<file path="src/rtl/nec_ir_receiver.sv">
// nec_ir_receiver
// Decodes a demodulated NEC infrared stream (idle high, carrier burst = low)
// into a 32-bit code. Mark and space lengths are measured in prescaled ticks
// and each one is validated against the NEC timing windows before it is used.
//
// Ports:
//   clk_in      system (pixel) clock
//   rst_in      asynchronous active-low reset
//   ir_raw_in   raw IR sensor output, asynchronous to clk_in
//   code_out    last accepted frame, first received bit in bit 31
//   valid_out   one-cycle pulse when code_out is updated
//   repeat_out  one-cycle pulse on a valid repeat frame (only once a code is held)
//   err_out     one-cycle pulse on a timing violation, timeout or integrity failure
//   busy_out    high while a frame is being received
//
// Optional feature:
//   NEC_INTEGRITY_CHECK_EN - when defined, a frame is accepted only if its
//   low byte is the bitwise inverse of the byte above it; otherwise err_out
//   pulses and code_out keeps its old value.

module nec_ir_receiver #(
   parameter int TICK_CYCLES   = 742,
   parameter int TIMEOUT_TICKS = 1200
) (
   input  logic        clk_in,
   input  logic        rst_in,
   input  logic        ir_raw_in,
   output logic [31:0] code_out,
   output logic        valid_out,
   output logic        repeat_out,
   output logic        err_out,
   output logic        busy_out
);

   typedef enum logic [2:0] {
      IDLE,
      LEAD_MARK,
      LEAD_SPACE,
      BIT_MARK,
      BIT_SPACE,
      REP_MARK
   } state_t;

   localparam int          PW         = (TICK_CYCLES > 1) ? $clog2(TICK_CYCLES) : 1;
   localparam logic [PW-1:0] PRESC_MAX = PW'(TICK_CYCLES - 1);
   localparam logic [10:0] DUR_MAX    = 11'd2047;
   localparam logic [10:0] TIMEOUT    = 11'(TIMEOUT_TICKS);

   state_t        state_q, state_d;
   logic          sync1_q, sync1_d;
   logic          sync2_q, sync2_d;
   logic          prev_q, prev_d;
   logic [PW-1:0] presc_q, presc_d;
   logic [10:0]   dur_q, dur_d;
   logic [31:0]   shift_q, shift_d;
   logic [5:0]    bit_cnt_q, bit_cnt_d;
   logic [31:0]   code_q, code_d;
   logic          have_q, have_d;
   logic          valid_q, valid_d;
   logic          repeat_q, repeat_d;
   logic          err_q, err_d;

   logic          fall, rise, edge_seen, tick;
   logic          frame_err, frame_done;

   function automatic logic in_win(input logic [10:0] d, input logic [10:0] lo,
                                   input logic [10:0] hi);
      return (d >= lo) && (d <= hi);
   endfunction

   // Synchronizer and edge register; all reset to the idle-high level so that
   // releasing reset with the line idle never looks like a mark start.
   assign sync1_d   = ir_raw_in;
   assign sync2_d   = sync1_q;
   assign prev_d    = sync2_q;
   assign fall      = prev_q & ~sync2_q;
   assign rise      = ~prev_q & sync2_q;
   assign edge_seen = fall | rise;
   assign tick      = (presc_q == PRESC_MAX);

   // Prescaler and saturating duration counter. The state machine below samples
   // dur_q on the edge cycle; both counters restart so the next interval is
   // measured from this edge.
   always_comb begin
      presc_d = presc_q;
      dur_d   = dur_q;
      if (edge_seen) begin
         presc_d = '0;
         dur_d   = '0;
      end else begin
         presc_d = tick ? '0 : presc_q + PW'(1);
         if (tick && (dur_q != DUR_MAX)) begin
            dur_d = dur_q + 11'd1;
         end
      end
   end

   // Frame state machine. Mark states only ever see a rise and space states
   // only a fall, since the edge register alternates. Errors and frame
   // completion are collected in frame_err / frame_done and resolved at the end
   // so that every exit path clears the partial shift register the same way.
   always_comb begin
      state_d    = state_q;
      shift_d    = shift_q;
      bit_cnt_d  = bit_cnt_q;
      code_d     = code_q;
      have_d     = have_q;
      valid_d    = 1'b0;
      repeat_d   = 1'b0;
      err_d      = 1'b0;
      frame_err  = 1'b0;
      frame_done = 1'b0;

      if (edge_seen) begin
         case (state_q)
            IDLE: begin
               if (fall) begin
                  state_d = LEAD_MARK;
               end
            end
            LEAD_MARK: begin
               if (rise && in_win(dur_q, 11'd800, 11'd1000)) begin
                  state_d = LEAD_SPACE;
               end else begin
                  frame_err = 1'b1;
               end
            end
            LEAD_SPACE: begin
               if (fall && in_win(dur_q, 11'd400, 11'd500)) begin
                  state_d   = BIT_MARK;
                  bit_cnt_d = '0;
                  shift_d   = '0;
               end else if (fall && in_win(dur_q, 11'd180, 11'd270)) begin
                  state_d = REP_MARK;
               end else begin
                  frame_err = 1'b1;
               end
            end
            BIT_MARK: begin
               if (rise && in_win(dur_q, 11'd40, 11'd72)) begin
                  if (bit_cnt_q == 6'd32) begin
                     frame_done = 1'b1;
                  end else begin
                     state_d = BIT_SPACE;
                  end
               end else begin
                  frame_err = 1'b1;
               end
            end
            BIT_SPACE: begin
               if (fall && in_win(dur_q, 11'd40, 11'd72)) begin
                  shift_d   = {shift_q[30:0], 1'b0};
                  bit_cnt_d = bit_cnt_q + 6'd1;
                  state_d   = BIT_MARK;
               end else if (fall && in_win(dur_q, 11'd140, 11'd200)) begin
                  shift_d   = {shift_q[30:0], 1'b1};
                  bit_cnt_d = bit_cnt_q + 6'd1;
                  state_d   = BIT_MARK;
               end else begin
                  frame_err = 1'b1;
               end
            end
            REP_MARK: begin
               if (rise && in_win(dur_q, 11'd40, 11'd72)) begin
                  state_d  = IDLE;
                  repeat_d = have_q;
               end else begin
                  frame_err = 1'b1;
               end
            end
            default: begin
               frame_err = 1'b1;
            end
         endcase
      end else if ((state_q != IDLE) && (dur_q >= TIMEOUT)) begin
         frame_err = 1'b1;
      end

      // The final stop mark closes the frame; with the integrity option the
      // address/command complement test can still turn it into an error.
      if (frame_done) begin
`ifdef NEC_INTEGRITY_CHECK_EN
         if (shift_q[15:8] == ~shift_q[7:0]) begin
            code_d  = shift_q;
            have_d  = 1'b1;
            valid_d = 1'b1;
         end else begin
            frame_err = 1'b1;
         end
`else
         code_d  = shift_q;
         have_d  = 1'b1;
         valid_d = 1'b1;
`endif
         state_d = IDLE;
      end

      if (frame_err) begin
         state_d   = IDLE;
         err_d     = 1'b1;
         shift_d   = '0;
         bit_cnt_d = '0;
      end
   end

   // All state, including the idle-high synchronizer, in one register bank.
   always_ff @(posedge clk_in or negedge rst_in) begin
      if (!rst_in) begin
         state_q   <= IDLE;
         sync1_q   <= 1'b1;
         sync2_q   <= 1'b1;
         prev_q    <= 1'b1;
         presc_q   <= '0;
         dur_q     <= '0;
         shift_q   <= '0;
         bit_cnt_q <= '0;
         code_q    <= '0;
         have_q    <= 1'b0;
         valid_q   <= 1'b0;
         repeat_q  <= 1'b0;
         err_q     <= 1'b0;
      end else begin
         state_q   <= state_d;
         sync1_q   <= sync1_d;
         sync2_q   <= sync2_d;
         prev_q    <= prev_d;
         presc_q   <= presc_d;
         dur_q     <= dur_d;
         shift_q   <= shift_d;
         bit_cnt_q <= bit_cnt_d;
         code_q    <= code_d;
         have_q    <= have_d;
         valid_q   <= valid_d;
         repeat_q  <= repeat_d;
         err_q     <= err_d;
      end
   end

   assign code_out   = code_q;
   assign valid_out  = valid_q;
   assign repeat_out = repeat_q;
   assign err_out    = err_q;
   assign busy_out   = (state_q != IDLE);

endmodule

</file>
<file path="config.mk">
export PLATFORM = sky130hd
export DESIGN_NAME = nec_ir_receiver
export DESIGN_NICKNAME = d
export VERILOG_FILES = /design/src/rtl/nec_ir_receiver.sv
export SDC_FILE = /design/constraint.sdc
export NUM_CORES = 1
export LEC_CHECK = 0
export ABC_AREA = 1
export BUFFER_PORTS_ARGS = -buffer_cell sky130_fd_sc_hd__buf_2
export CAP_MARGIN = 20
export CORE_MARGIN = 3
export CORE_UTILIZATION = 40
export DETAILED_ROUTE_END_ITERATION = 8
export PLACE_DENSITY_LB_ADDON = 0.3
export SKIP_CTS_REPAIR_TIMING = 1
export SYNTH_ARGS = -nofsm -noshare
export SYNTH_HDL_FRONTEND = slang
export SYNTH_SLANG_ARGS = --single-unit
</file>
<file path="constraint.sdc">
create_clock -name clk_in -period 2.7 [get_ports clk_in]
set_input_delay 0.27 -clock clk_in [delete_from_list [all_inputs] [get_ports clk_in]]
set_output_delay 0.27 -clock clk_in [all_outputs]
set_load 0.01 [all_outputs]
</file>
==> results of run 1 <==
-- worst paths after layout --
path / depth (start not counted) / endpoint / slack [ns]
max: 9 / shift_q[31] / 0.48
min: 1 / sync1_q / 0.02
max reg2reg: 9 / shift_q[31] / 0.48
min reg2reg: 0 / prev_d / 0.36
max in group asynchronous: 3 / prev_q / 1.76
min in group asynchronous: 3 / code_out[3] / 0.50
-- final cells by class --
cell class / instances / area (sq um)
Sequential cell: 101 / 2530
Inverter: 84 / 315
Clock buffer: 10 / 229
Multi-Input combinational cell: 373 / 1860
Clock inverter: 6 / 52.6
Tap cell: 143 / 179
Fill cell: 1136 / 6160
Timing Repair Buffer: 44 / 290
-- synth_stat cells, drive strengths merged --
| master | instances | share of area |
|---|---|---|
| inv | 83 | 0.064 |
| clkbuf | 1 | 0.00078 |
| dfrtp | 98 | 0.51 |
| nand3 | 36 | 0.038 |
| o2111ai | 1 | 0.0018 |
| nor3 | 13 | 0.013 |
| nor2 | 90 | 0.076 |
| o31ai | 1 | 0.0016 |
| nor4 | 1 | 0.0013 |
| o21ai | 42 | 0.043 |
| nor4b | 1 | 0.0018 |
| clkinv | 1 | 0.00078 |
| ha | 8 | 0.021 |
| nand4 | 4 | 0.0052 |
| dfstp | 3 | 0.016 |
| a211oi | 1 | 0.0016 |
| o21bai | 2 | 0.0031 |
| nor3b | 2 | 0.0031 |
| nand2 | 115 | 0.092 |
| a22oi | 32 | 0.050 |
| a21oi | 16 | 0.018 |
| o211ai | 1 | 0.0016 |
| xor2 | 4 | 0.0072 |
| a31oi | 2 | 0.0026 |
| nand3b | 1 | 0.0016 |
| buf | 22 | 0.027 |
-- logic make-up (layout without fill, tap and decap cells) --
kind of cell | count (synthesis) | in the layout | synth area share
simple gates | 263 | 263 | 0.233
compound gates | 98 | 98 | 0.123
flops | 101 | 101 | 0.523
xor+xnor | 4 | 4 | 0.00724
fa+ha+maj | 8 | 8 | 0.0207
buf+inv | 107 | 144 | 0.0929
-- worst max-delay path, cell delays in order, from the launching register on --
cell,delay (ns)
dfstp_2,0.53
inv_1,0.04
ha_1,0.30
inv_1,0.22
a21oi_2,0.10
nor2_4,0.14
nand3_2,0.12
inv_2,0.42
a22oi_1,0.14
nor2_1,0.15
-- flip-flops by register name (all words and copies together) (netlist names) --
| signal | flops |
|---|---|
| err_out | 1 |
| have_q | 1 |
| valid_out | 1 |
| code_out | 32 |
| presc_q | 10 |
| bit_cnt_q | 6 |
| repeat_out | 1 |
| prev_q | 1 |
| dur_q | 11 |
| state_q | 3 |
| sync1_q | 1 |
| prev_d | 1 |
| shift_q | 32 |
-- report_power, final --
part           total (W)  leakage, nW  switching (W)  internal (W)
Clock            0.00122        0.132       0.000584      0.000640
Sequential       0.00162         1.39      0.0000566       0.00156
Combinational   0.000534         1.01       0.000370      0.000164
-- per-stage QoR --
step                power [W]  cell area, sq um
floorplan             0.00203              4840
global placement      0.00217              5160
global route          0.00356              5460
detailed placement    0.00218              5160
CTS                   0.00342              5450
finish                0.00337              5460
-- per-layer routing --
metal,track usage,vias up,share of wire
met5,0,-,0
met2,0.245,54,0.46
li1,-,1927,-
met1,0.227,1835,0.49
met4,0.0603,0,0.016
met3,0.0376,13,0.034
==> impl_metrics.ini, run 1 <==
[sta]
finalHoldViolCount = 0
skew_ns = 0.0109
worst_slack_ns = 0.479
relSlewSlack = 0.642
fin_crit_ns = 2.22
final.period_utilization = 0.823
setup_tns_ns = 0
hold_slack_ns = 0.0205
fmax_ghz = 0.450
setup-violations-final = 0
rsz0062_at_grt = no
worstMarginPinSlew_ns = 0.536
slew_violations = 0

[floorplan]
fp.coreArea_sq_mm = 0.0116
fp.dieArea_sq_mm = 0.0134
row_count = 39
die_h_microns = 116
ios = 39
die_w_microns = 116
start_util = 0.417

[logic_synthesis]
synth_cells = 581
seq_area_frac_synth = 0.523
synth_nets = 592
yosys.cell_types.count = 36
synth.avg_cell_area_sq_um = 8.33
synth_warnings = 0
synth_area_sq_mm = 0.00484
synth-seq-cells = 101

[critical_path]
cp.required_ns = 2.97
startpoint = prev_q
path_class = flop to flop
crit_path_max_fanout = 32
startpoint_type = flop
r2r-start = prev_q
arrival_ns = 2.49
cp-end-kind = flop

[cells_and_area]
layout_common_cells = nand2_1 (108), dfrtp_1 (98), nor2_1 (85), inv_1 (74), buf_2 (37)
antennaDiodeCount = 0
layoutNonFillerInstCount = 761
finalNetCount = 624
mostFrequentLayoutCell = nand2_1
utilization = 0.470
drive_gt1_frac = 0.138
synthToLayoutAreaGrowth_pct = 12.8

[pwr]
power_density_mw_per_mm2 = 618
leakagePower_nw = 2.54
ir_worst_vdd_mv = 0.316

[cts]
cts_sinks = 101
cts_inserted_buffers = 9
cts_tree = yes
htreeDepth = 3
root_buffer = clkbuf_16
clk-insertion-delay-late_ns = 0.35
clk_pin_slew_ns = 0.07
cts_max_path_buffers = 2

[grt]
grt_first_pass_wirelength_mm = 17.4
grt.total_usage = 0.162
grt_overflow_total = 0
grt_max_degree = 102
grt_pass1_vias = 3668
antenna_found_initial = 0

[place]
dp_hpwl_mm = 6.88
pre_cts_slack_ns = 0.491
io_buffers = 38
dp_cells = 744
place.gp.congestion = 0.889

[detailed_routing]
routed_wl_mm = 10.0
drt_iter0_markers = 227
drt_pass1_iterations = 4
dr_total_vias = 3829
post_drt_wl_per_cell_microns = 13.2
ant_nets = 0
drc = 0
via_per_inst = 5.03

[hold_path]
hp-class = primary input to flop
hold_start = ir_raw_in

[job]
cap_violations = 0

[run_status]
outcome = finished, final reports clean
(Power assumes the default switching activity.)
==> run 2, diff against run 1 <==
==> constraint.sdc (replaced) <==
create_clock -name clk_in -period 1.9 [get_ports clk_in]
set_input_delay 0.19 -clock clk_in [delete_from_list [all_inputs] [get_ports clk_in]]
set_output_delay 0.19 -clock clk_in [all_outputs]
set_load 0.01 [all_outputs]
==> impl_metrics.ini, run 2 (synthesized netlist as in run 1, its figures left out) <==
[run_status]
outcome = complete, but fails checks
violations = setup timing

[cells_and_area]
synthToLayoutAreaGrowth_pct = 31.1
drive_gt1_frac = 0.303
mostFrequentLayoutCell = dfrtp_1
layout_common_cells = dfrtp_1 (96), nand2_1 (91), inv_1 (69), nor2_1 (54), buf_2 (37)
antennaDiodeCount = 0
finalNetCount = 670
layoutNonFillerInstCount = 807

[detailed_routing]
post_drt_wl_per_cell_microns = 14.8
ant_nets = 0
drc = 0
drt_iter0_markers = 201
via_per_inst = 5.20
drt_pass1_iterations = 5
routed_wl_mm = 11.9
dr_total_vias = 4197

[sta]
setup_tns_ns = -4.65
fin_crit_ns = 2.01
finalHoldViolCount = 0
worstMarginPinSlew_ns = 0.369
final.period_utilization = 1.06
relSlewSlack = 0.752
fmax_ghz = 0.497
skew_ns = 0.0123
rsz0062_at_grt = yes
worst_slack_ns = -0.111
setup-violations-final = 74
slew_violations = 0

[critical_path]
arrival_ns = 2.27
path_class = flop to flop
startpoint_type = flop
cp-end-kind = flop
cp.required_ns = 2.16
cp_slowest_cell = dfrtp_1
critical-path-max-stage-delay_ns = 0.44
cp_num_buf_inv = 3
crit_path_cell_trace = buf_4 > nor2_1 > nand4_1 > nor2_4 > nand2_4 > a21oi_2 > nand3_1 > nand2_2 > clkinv_4 > clkbuf_16 > nor2_1
cpMostUsedCell = nor2_1
crit_path_max_fanout = 10
critPathTopFamily = simple AND/OR/NAND/NOR gates

[grt]
antenna_found_initial = 0
grt_first_pass_wirelength_mm = 17.6
grt.total_usage = 0.160
grt_pass1_vias = 3730
grt_max_degree = 45
grt_overflow_total = 0

[job]
cap_violations = 0

[floorplan]
die_h_microns = 116
fp.dieArea_sq_mm = 0.0134
ios = 39
row_count = 39
fp.coreArea_sq_mm = 0.0116
start_util = 0.417
die_w_microns = 116

[cts]
cts_tree = yes
root_buffer = clkbuf_16
clk_pin_slew_ns = 0.08
cts_sinks = 101
clk-insertion-delay-late_ns = 0.34
htreeDepth = 3
cts_inserted_buffers = 9
cts_max_path_buffers = 2

[pwr]
ir_worst_vdd_mv = 0.418
leakagePower_nw = 2.87
power_density_mw_per_mm2 = 847

[place]
dp_cells = 767
place.gp.congestion = 0.947
dp_hpwl_mm = 7.36
io_buffers = 38

[hold_path]
hp-class = primary input to asynchronous set/reset pin
-- run 2: changes by cell type in the layout (fill, tap and decap cells not counted), moves of 5 or more --
cell       previous run  this run
buf_4                 2        32
o21ai_2               0         6
nand2_2               7        14
nor2_2                2        20
nand2_1             108        91
buf_6                 0         5
o21ai_0              16         8
nor2_1               85        54
nand2_4               0         9
clkbuf_16             9        16
nor2_4                3        16
inv_1                74        69
-- run 2: metal layers --
layer,vias up,global-route usage,part of all wire
li1,2032,-,-
met5,-,0,0
met1,2052,0.229,0.46
met3,16,0.0277,0.040
met4,0,0.0480,0.014
met2,97,0.250,0.49
-- run 2: cell type report --
| cell class | count | area, sq um |
|---|---|---|
| Clock buffer | 9 | 225 |
| Clock inverter | 7 | 67.6 |
| Fill cell | 1049 | 5270 |
| Inverter | 84 | 333 |
| Multi-Input combinational cell | 373 | 2190 |
| Sequential cell | 101 | 2530 |
| Tap cell | 143 | 179 |
| Timing Repair Buffer | 90 | 812 |
-- run 2: worst paths after layout --
| kind | from | end | slack [ns] | cells after the start |
|---|---|---|---|---|
| worst max-delay path | dur_q[7] | shift_q[7] | -0.11 | 11 |
| min in group clk_in | sync1_q | prev_d | 0.36 | 0 |
| worst max register to register | dur_q[7] | shift_q[7] | -0.11 | 11 |
| worst min register to register | sync1_q | prev_d | 0.36 | 0 |
| max in group asynchronous | rst_in | dur_q[8] | 1.02 | 3 |
| worst min-delay path | rst_in | code_out[10] | 0.26 | 2 |
-- run 2: per-stage QoR --
step           setup WS (ns)  utilization  power, W  cell area (sq um)  hold slack, ns
2_1_floorplan         0.0209            -   0.00288               4840          -0.106
3_3_place_gp         -0.0501        0.460   0.00319               5340          0.0744
3_5_place_dp          -0.107        0.460   0.00320               5340          0.0878
4_1_cts               -0.186        0.485   0.00499               5630          -0.283
5_1_grt               -0.256        0.546   0.00564               6340           0.279
6_report              -0.111        0.546   0.00537               6340           0.265
-- run 2: where the power goes --
part           total (W)  internal, W  switching (W)
Sequential       0.00228      0.00221      0.0000669
Combinational    0.00131     0.000547       0.000763
Clock            0.00178     0.000921       0.000859
-- run 2: worst reg2reg max path, stage by stage (launching register included) --
cell and delay [ns]:
dfrtp_1 0.44, buf_4 0.19, nor2_1 0.12, nand4_1 0.16, nor2_4 0.17, nand2_4 0.08
a21oi_2 0.14, nand3_1 0.10, nand2_2 0.11, clkinv_4 0.12, clkbuf_16 0.20, nor2_1 0.12
